### config.mk
export PLATFORM = sky130hd
export DESIGN_NAME = decoder
export DESIGN_NICKNAME = d
export VERILOG_FILES = /design/src/rtl/decoder.sv
export SDC_FILE = /design/constraint.sdc
export NUM_CORES = 1
export LEC_CHECK = 0
export ABC_AREA = 1
export BUFFER_PORTS_ARGS = -buffer_cell sky130_fd_sc_hd__buf_2
export CAP_MARGIN = 10
export CORE_MARGIN = 2
export CORE_UTILIZATION = 60
export CTS_CLUSTER_SIZE = 24
export DETAILED_ROUTE_END_ITERATION = 12
export PLACE_DENSITY = 0.83
export SETUP_SLACK_MARGIN = 0.02
export SLEW_MARGIN = 20
export SYNTH_ARGS = -nofsm -noshare
export SYNTH_HDL_FRONTEND = slang
export SYNTH_SLANG_ARGS = --single-unit
### constraint.sdc
create_clock -name clk -period 4.9 [get_ports clk]
set_input_delay 0.735 -clock clk [delete_from_list [all_inputs] [get_ports clk]]
set_output_delay 0.735 -clock clk [all_outputs]
set_load 0.005 [all_outputs]
### src/rtl/decoder.sv
// ---------------------------------------------------------------------------
// decoder -- RV32I decode stage between fetch and execute.
//
// Accepts a fetched word and its PC over a valid/ready handshake. Decodes the
// word combinationally and captures the result in an output register. A
// one-entry skid buffer keeps the stage at full throughput when execute
// applies backpressure.
//
// Ports
//   clk            clock
//   reset          asynchronous active-low reset
//   fetcher_valid  upstream word valid
//   decoder_ready  stage can accept a word this cycle (no skid entry held)
//   instr          fetched instruction word
//   fetcher_pc     PC of instr
//   flush          drop all held and incoming work
//   executor_ready downstream accepts the outputs this cycle
//   decoder_valid  decoded outputs valid
//   decoder_pc     PC of the decoded instruction
//   op             operation class (15 = illegal)
//   funct3         instr[14:12]
//   alt            instr[30] for OP, and for OP_IMM shifts; else 0
//   rd/rs1/rs2     register indices, forced to 0 where the format lacks them
//   imm            sign-extended immediate
//   illegal        1 iff op == 15
// ---------------------------------------------------------------------------
module decoder (
  input  logic        clk,
  input  logic        reset,
  input  logic        fetcher_valid,
  output logic        decoder_ready,
  input  logic [31:0] instr,
  input  logic [31:0] fetcher_pc,
  input  logic        flush,
  input  logic        executor_ready,
  output logic        decoder_valid,
  output logic [31:0] decoder_pc,
  output logic [3:0]  op,
  output logic [2:0]  funct3,
  output logic        alt,
  output logic [4:0]  rd,
  output logic [4:0]  rs1,
  output logic [4:0]  rs2,
  output logic [31:0] imm,
  output logic        illegal
);

  typedef enum logic [3:0] {
    OP_LUI     = 4'd0,
    OP_AUIPC   = 4'd1,
    OP_JAL     = 4'd2,
    OP_JALR    = 4'd3,
    OP_BRANCH  = 4'd4,
    OP_LOAD    = 4'd5,
    OP_STORE   = 4'd6,
    OP_OPIMM   = 4'd7,
    OP_OP      = 4'd8,
    OP_FENCE   = 4'd9,
    OP_SYSTEM  = 4'd10,
    OP_ILLEGAL = 4'd15
  } op_e;

  typedef struct packed {
    logic [31:0] pc;
    op_e         op;
    logic [2:0]  funct3;
    logic        alt;
    logic [4:0]  rd;
    logic [4:0]  rs1;
    logic [4:0]  rs2;
    logic [31:0] imm;
    logic        illegal;
  } dec_t;

  localparam dec_t DEC_ZERO = '{
    pc: 32'd0, op: OP_LUI, funct3: 3'd0, alt: 1'b0, rd: 5'd0,
    rs1: 5'd0, rs2: 5'd0, imm: 32'd0, illegal: 1'b0
  };

  // Immediate candidates for each format.
  logic [31:0] imm_i_s, imm_s_s, imm_b_s, imm_u_s, imm_j_s;
  logic [6:0]  funct7_s;
  logic [2:0]  f3_s;
  logic        legal_s;
  dec_t        dec_s;

  dec_t        out_q, out_d;
  dec_t        skid_q, skid_d;
  logic        valid_q, valid_d;
  logic        skid_valid_q, skid_valid_d;
  logic        accept_s, drain_s;

  assign funct7_s = instr[31:25];
  assign f3_s     = instr[14:12];
  assign imm_i_s  = {{20{instr[31]}}, instr[31:20]};
  assign imm_s_s  = {{20{instr[31]}}, instr[31:25], instr[11:7]};
  assign imm_b_s  = {{19{instr[31]}}, instr[31], instr[7], instr[30:25], instr[11:8], 1'b0};
  assign imm_u_s  = {instr[31:12], 12'd0};
  assign imm_j_s  = {{11{instr[31]}}, instr[31], instr[19:12], instr[20], instr[30:21], 1'b0};

  // Combinational decode of the incoming word.
  always_comb begin
    dec_s         = DEC_ZERO;
    dec_s.pc      = fetcher_pc;
    dec_s.funct3  = f3_s;
    dec_s.rd      = instr[11:7];
    dec_s.rs1     = instr[19:15];
    dec_s.rs2     = instr[24:20];
    legal_s       = 1'b1;
    // The low two opcode bits are part of every listed opcode, so a word
    // with instr[1:0] != 11 falls into the default arm.
    case (instr[6:0])
      7'b0110111: begin
        dec_s.op = OP_LUI;   dec_s.imm = imm_u_s;
        dec_s.rs1 = 5'd0;    dec_s.rs2 = 5'd0;
      end
      7'b0010111: begin
        dec_s.op = OP_AUIPC; dec_s.imm = imm_u_s;
        dec_s.rs1 = 5'd0;    dec_s.rs2 = 5'd0;
      end
      7'b1101111: begin
        dec_s.op = OP_JAL;   dec_s.imm = imm_j_s;
        dec_s.rs1 = 5'd0;    dec_s.rs2 = 5'd0;
      end
      7'b1100111: begin
        dec_s.op = OP_JALR;  dec_s.imm = imm_i_s; dec_s.rs2 = 5'd0;
        legal_s  = (f3_s == 3'b000);
      end
      7'b1100011: begin
        dec_s.op = OP_BRANCH; dec_s.imm = imm_b_s; dec_s.rd = 5'd0;
        legal_s  = (f3_s != 3'b010) && (f3_s != 3'b011);
      end
      7'b0000011: begin
        dec_s.op = OP_LOAD;  dec_s.imm = imm_i_s; dec_s.rs2 = 5'd0;
        legal_s  = (f3_s != 3'b011) && (f3_s != 3'b110) && (f3_s != 3'b111);
      end
      7'b0100011: begin
        dec_s.op = OP_STORE; dec_s.imm = imm_s_s; dec_s.rd = 5'd0;
        legal_s  = (f3_s <= 3'b010);
      end
      7'b0010011: begin
        dec_s.op = OP_OPIMM; dec_s.imm = imm_i_s; dec_s.rs2 = 5'd0;
        if (f3_s == 3'b001) begin
          legal_s = (funct7_s == 7'b0000000);
        end else if (f3_s == 3'b101) begin
          legal_s   = (funct7_s == 7'b0000000) || (funct7_s == 7'b0100000);
          dec_s.alt = instr[30];
        end else begin
          legal_s = 1'b1;
        end
      end
      7'b0110011: begin
        dec_s.op  = OP_OP;   dec_s.imm = 32'd0;
        dec_s.alt = instr[30];
        legal_s   = (funct7_s == 7'b0000000) ||
                    ((funct7_s == 7'b0100000) && ((f3_s == 3'b000) || (f3_s == 3'b101)));
      end
      7'b0001111: begin
        dec_s.op = OP_FENCE;  dec_s.imm = imm_i_s; dec_s.rs2 = 5'd0;
      end
      7'b1110011: begin
        dec_s.op = OP_SYSTEM; dec_s.imm = imm_i_s; dec_s.rs2 = 5'd0;
      end
      default: begin
        legal_s = 1'b0;
      end
    endcase
    // Illegal words carry only pc and funct3; everything else is zeroed.
    if (!legal_s) begin
      dec_s.op      = OP_ILLEGAL;
      dec_s.rd      = 5'd0;
      dec_s.rs1     = 5'd0;
      dec_s.rs2     = 5'd0;
      dec_s.imm     = 32'd0;
      dec_s.alt     = 1'b0;
      dec_s.illegal = 1'b1;
    end else begin
      dec_s.illegal = 1'b0;
    end
  end

  assign accept_s = fetcher_valid && !skid_valid_q;
  assign drain_s  = valid_q && executor_ready;

  // Output register / skid routing; flush overrides every other event.
  always_comb begin
    out_d        = out_q;
    skid_d       = skid_q;
    valid_d      = valid_q;
    skid_valid_d = skid_valid_q;
    if (flush) begin
      valid_d      = 1'b0;
      skid_valid_d = 1'b0;
    end else if (!valid_q || drain_s) begin
      // Output slot frees up: the older skid entry goes first. accept_s is
      // necessarily 0 while the skid is occupied.
      if (skid_valid_q) begin
        out_d        = skid_q;
        valid_d      = 1'b1;
        skid_valid_d = 1'b0;
      end else if (accept_s) begin
        out_d   = dec_s;
        valid_d = 1'b1;
      end else begin
        valid_d = 1'b0;
      end
    end else begin
      // Output held by backpressure: a new word parks in the skid.
      if (accept_s) begin
        skid_d       = dec_s;
        skid_valid_d = 1'b1;
      end else begin
        skid_valid_d = skid_valid_q;
      end
    end
  end

  // State registers.
  always_ff @(posedge clk or negedge reset) begin
    if (!reset) begin
      out_q        <= DEC_ZERO;
      skid_q       <= DEC_ZERO;
      valid_q      <= 1'b0;
      skid_valid_q <= 1'b0;
    end else begin
      out_q        <= out_d;
      skid_q       <= skid_d;
      valid_q      <= valid_d;
      skid_valid_q <= skid_valid_d;
    end
  end

  assign decoder_ready = !skid_valid_q;
  assign decoder_valid = valid_q;
  assign decoder_pc    = out_q.pc;
  assign op            = out_q.op;
  assign funct3        = out_q.funct3;
  assign alt           = out_q.alt;
  assign rd            = out_q.rd;
  assign rs1           = out_q.rs1;
  assign rs2           = out_q.rs2;
  assign imm           = out_q.imm;
  assign illegal       = out_q.illegal;

endmodule

Yosys cells after proc, flatten, opt, wreduce, memory -nomap -nowiden
Cells that the tools add are included.
{"block": "classes", "eq_ne": 18, "reduce_logical": 25, "n_mux": 23, "n_bitwise": 2, "order_cmp": 1}
{"op": "88-bit 2-to-1 mux", "count": 2}
{"op": "32-bit one-hot mux with 5 select lines", "count": 1}
{"op": "48-bit 2-to-1 mux", "count": 1}
{"op": "4-bit one-hot mux with 10 select lines", "count": 1}
{"op": "7-bit by 6-bit equality test with 1-bit output (second input constant)", "count": 4}
{"op": "7-bit equality test (second input constant)", "count": 4}
{"op": "5-bit 2-to-1 mux", "count": 3}
{"op": "7-bit by 5-bit equality test with 1-bit output (second input constant)", "count": 2}
{"op": "1-bit 2-to-1 mux", "count": 12}
{"op": "5-bit OR reduction", "count": 2}
{"op": "8-bit OR reduction", "count": 1}
{"op": "7-bit by 2-bit equality test with 1-bit output (second input constant)", "count": 1}
{"op": "7-bit by 4-bit equality test with 1-bit output (second input constant)", "count": 1}
{"op": "7-bit zero test", "count": 1}
{"op": "1-bit one-hot mux with 7 select lines", "count": 1}
{"op": "1-bit logical AND", "count": 6}
{"op": "3-bit by 2-bit != test with 1-bit output (second input constant)", "count": 2}
{"op": "3-bit != test (second input constant)", "count": 2}
{"op": "3-bit AND reduction", "count": 2}
{"op": "1-bit logical OR", "count": 4}
{"op": "4-bit 2-to-1 mux", "count": 1}
{"op": "2-bit nonzero test", "count": 2}
{"op": "2-bit OR reduction", "count": 2}
{"op": "3-bit by 1-bit equality test with 1-bit output (second input constant)", "count": 1}
{"op": "8 further kinds", "count": 10}
{"block": "word_totals", "output_inout_bits": 90, "in_bits": 69, "regBits": 178}

Logic depth before layout (Yosys ltp)
{"block": "logic_depth", "ltp_word": 8, "ltp_mapped": 15, "depth_no_buf": 12}

Least setup slack after synthesis
Ideal clock, no wire load.
{"block": "synth_timing", "kind": "input port to flip-flop", "start": "in instr[1]", "end": "reg out_q, in the netlist rd[3]", "path_buffers": 3, "path_slack_ps": 2860, "arrival_ps": 1924, "path_stages": 15, "required_ps": 4784, "path_cell_list": "nand2_1 -> inv_2 -> nand2_2 -> inv_2 -> buf_6 -> nand3_1 -> nand2_1 -> nor2_1 -> nand4_2 -> buf_6 -> buf_6 -> nand2_1 -> nand2_1 -> nand2_1 -> nand2_1"}
{"block": "synth_via", "elab_chain_len": 6}
{"element": "start, declared", "line_no": "32", "source": "input logic [31:0] instr,"}
{"element": "7-bit equality test (tied with other cells)", "line_no": "112", "source": "case (instr[6:0])"}
{"element": "5-bit OR reduction (no line) / 2-bit OR reduction (equally long branches)"}
{"element": "1-bit one-hot mux with 7 select lines / 5-bit 2-to-1 mux (equally long branches)", "line_no": "112"}
{"element": "48-bit 2-to-1 mux *", "line_no": "169", "source": "if (!legal_s) begin"}
{"element": "88-bit 2-to-1 mux *", "line_no": "201", "source": "end else if (accept_s) begin"}
{"element": "88-bit 2-to-1 mux *", "line_no": "197", "source": "if (skid_valid_q) begin"}
{"element": "end signal, assigned", "line_no": "226", "source": "out_q <= out_d;"}
{"element": "end, declared", "line_no": "87", "source": "dec_t out_q, out_d;"}
Mark *: on every way between the ends. The rest lies on a longest branch, timed or not. The select of a mux whose other input is x is not followed.
A chain may end at the register's enable or synchronous reset.

Worst setup path after layout
{"block": "layout_timing", "start": "reg skid_valid_q", "end": "out decoder_ready"}
{"block": "layout_via", "elab_chain_len": 1}
{"element": "start, declared", "line_no": "90", "source": "logic skid_valid_q, skid_valid_d;"}
{"element": "start signal, assigned", "line_no": "229", "source": "skid_valid_q <= skid_valid_d;"}
{"element": "1-bit zero test", "line_no": "233", "source": "assign decoder_ready = !skid_valid_q;"}
{"element": "end, declared", "line_no": "31", "source": "output logic decoder_ready,"}
No other way between the ends.

==> metrics.md <==
| Metric | Value |
|---|---|
| Status | finished clean |
| Hold WC Path Type | in -> async |
| # rows | 44 |
| Initial DRC Count | 947 |
| Setup violators final | 0 |
| Initial antenna violation count | 1 |
| Synth Cell Area | 8710 sq um |
| Syn Inst Count | 1188 |
| Critical Path AT | 2.36 ns |
| Share of cells above drive strength 1 | 0.163 |
| Port buffer count | 158 |
| Syn Area/Cell | 7.33 sq um |
| Top-level port count | 159 |
| DRT Pass-1 Iters | 6 |
| Main combinational cell family by area after synthesis | simple AND/OR/NAND/NOR gates |
| CTS sink cnt | 178 |
| Multiplexer share of the synthesized area | 0 |
| Yosys top cell by area | dfrtp_1 |
| Worst reg-to-reg setup slack | 2.39 ns |
| Most frequent cells in the layout | nand2_1 (476), dfrtp_1 (178), buf_2 (157) |
| Reg-to-reg endpoint | skid_q[84] |
| Largest net degree at the start of global routing | 121 |
| Post-Synth Adder-Cell Area | 0 |
| Core ar. | 14400 sq um |
| Final Max Tran Viols | 0 |
| Worst hold slack | 0.361 ns |
| Die ar. | 15500 sq um |
| Worst r2r path cells | 9 |
| Worst-Skew Late Latency | 0.43 ns |
| DRT Wirelength | 21.6 mm |
| Gr ovfl total | 0 |
| DRC Markers | 0 |
| Largest cells by area after synthesis | dfrtp_1 (51%), nand2_1 (21%), o21ai_0 (7.2%) |
| Num CTS Buffers | 17 |
| Final Hold Vio Count | 0 |
| Cts repair resizes | 0 |
| Post-DP HPWL | 13.8 mm |
| First-pass GRT wire length | 35.9 mm |
| Vias per std cell | 5.37 |
| Commonest non-fill, non-tap cell in the layout | nand2_1 |
| FF-to-FF Start | decoder_valid |
| Crit Path Class | reg -> out |
| Final ANT Viol Nets | 0 |
| Tightest Pin Transition | 1.02 ns |
| Filler cells | 1157 |
| Rel. slew slack | 0.318 |
| Diode count | 0 |
| Setup TNS | 0 ns |
| CTS tree | yes |
| Period utilization | 0.631 |
| WL/cell | 14.4 microns |
| Synth Register Bits | 178 |
| Xor and xnor area share after synthesis | 0 |
| P&R area growth vs syn | 16.6% |
| Startpoint types | register |
| Syn_nets | 1257 |
| Hold_buf cts | 0 |
| GRT Util Overall | 0.283 |
| CTS H-Tree Depth | 4 |
| CTS root buffer | clkbuf_16 |
| Max-cap viol count | 0 |
| Number of library cell types mapped by synthesis | 28 |
| Die width | 124 microns |
| Sequential share of the synthesized area | 0.511 |
| Crit path capture type | output pin |
| # nets final | 1368 |
| RSZ-0062 raised after global routing | false |
| Clock-pin slew on the worst setup and hold paths | 0.07 ns |
| Simple-Gate Fraction of Synth Area | 0.309 |
| Crit path max fanout | 67 |
| Die Ht | 124 microns |
| Clock Path Buffers | 2 |
| Via count | 8035 |
| Fmax | 0.323 GHz |
| Worst EP required | 4.16 ns |
| Initial Util | 0.606 |
| Post-synthesis compound-gate area fraction | 0.112 |
| Minimum clock period | 3.09 ns |
| Vias in the first global route | 7417 |
| Post-CTS setup buffer count | 0 |
| Share of the synthesized area in the top cell type | 0.511 |
| Warning count from the yosys run | 0 |
| PD cells | 361 nW/um^2 |
| P_leak | 0.00597 uW |
| Worst vdd rail ir drop | 0.000238 V |
| Clock skew | 0.00873 ns |
| RePlAce Congestion | 0.965 |
==> power breakdown <==
part | switching, uW | internal (uW) | total (uW)
Clock | 616 | 870 | 1490
Combinational | 275 | 181 | 456
Sequential | 89.1 | 1640 | 1730
==> worst max path at each step <==
stage | from | endpoint
floorplan | instr[1] | rd[3]
detailed placement | instr[1] | imm[20]
global placement | instr[4] | rs1[2]
CTS | skid_valid_q | decoder_ready
finish | skid_valid_q | decoder_ready
global route | skid_valid_q | decoder_ready
==> cell families after synthesis <==
logic type             Yosys count
AOI/OAI and AO/OA              190
buffers and inverters          145
DFF                            178
and+or+nand+nor                675
==> per-layer routing <==
layer	vias up	GRT usage	part of all wire
li1	3953	-	-
met1	3706	0.402	0.45
met2	327	0.435	0.46
met3	47	0.0576	0.066
met4	2	0.108	0.028
met5	-	0	0.00051
==> metrics by stage <==
| step | utilization | setup WS [ns] | std cells | power [uW] | instance area (sq um) |
|---|---|---|---|---|---|
| CTS | 0.706 | 1.64 | 1495 | 3690 | 10100 |
| finish | 0.707 | 1.81 | 1496 | 3670 | 10200 |
| floorplan | - | 2.86 | 1188 | 1990 | 8710 |
| global placement | 0.660 | 1.94 | 1463 | 2190 | 9490 |
| detailed placement | 0.660 | 1.83 | 1463 | 2210 | 9490 |
| global route | 0.707 | 1.65 | 1496 | 3840 | 10200 |
==> synthesized netlist by cell type <==
cell	count
a211oi_1	1
a21boi_0	5
a21o_1	1
a21oi_1	14
a31oi_1	5
buf_1	2
buf_2	13
buf_4	1
buf_6	3
clkbuf_1	54
dfrtp_1	178
inv_1	65
inv_2	7
nand2_1	477
nand2_2	4
nand3_1	24
nand3b_1	12
nand4_1	13
nand4_2	1
nor2_1	137
nor2_2	2
nor2_4	1
nor3_1	2
nor3_4	1
nor3b_1	1
o21ai_0	125
o21ai_1	38
o22ai_1	1
==> layout make-up <==
cell class | count | area [sq um] | area share
Clock buffer | 17 | 425 | 0.0419
Inverter | 72 | 275 | 0.0271
Tap cell | 184 | 230 | 0.0227
Multi-Input combinational cell | 865 | 3670 | 0.362
Clock inverter | 15 | 223 | 0.0219
Timing Repair Buffer | 165 | 875 | 0.0861
Sequential cell | 178 | 4450 | 0.439
==> flip-flops by register name, summed over array words and instances (netlist names) <==
signal,cells
decoder_pc,32
rs1,5
skid_q,88
imm,32
illegal,1
funct3,3
decoder_valid,1
skid_valid_q,1
rs2,5
op,4
rd,5
alt,1
==> critical path, stage by stage, from the launching register on <==
cell	delay (ns)
dfrtp_1	0.44
inv_4	0.42
buf_4	0.56
buf_12	0.32
buf_2	0.17
(Power assumes the default switching activity.)
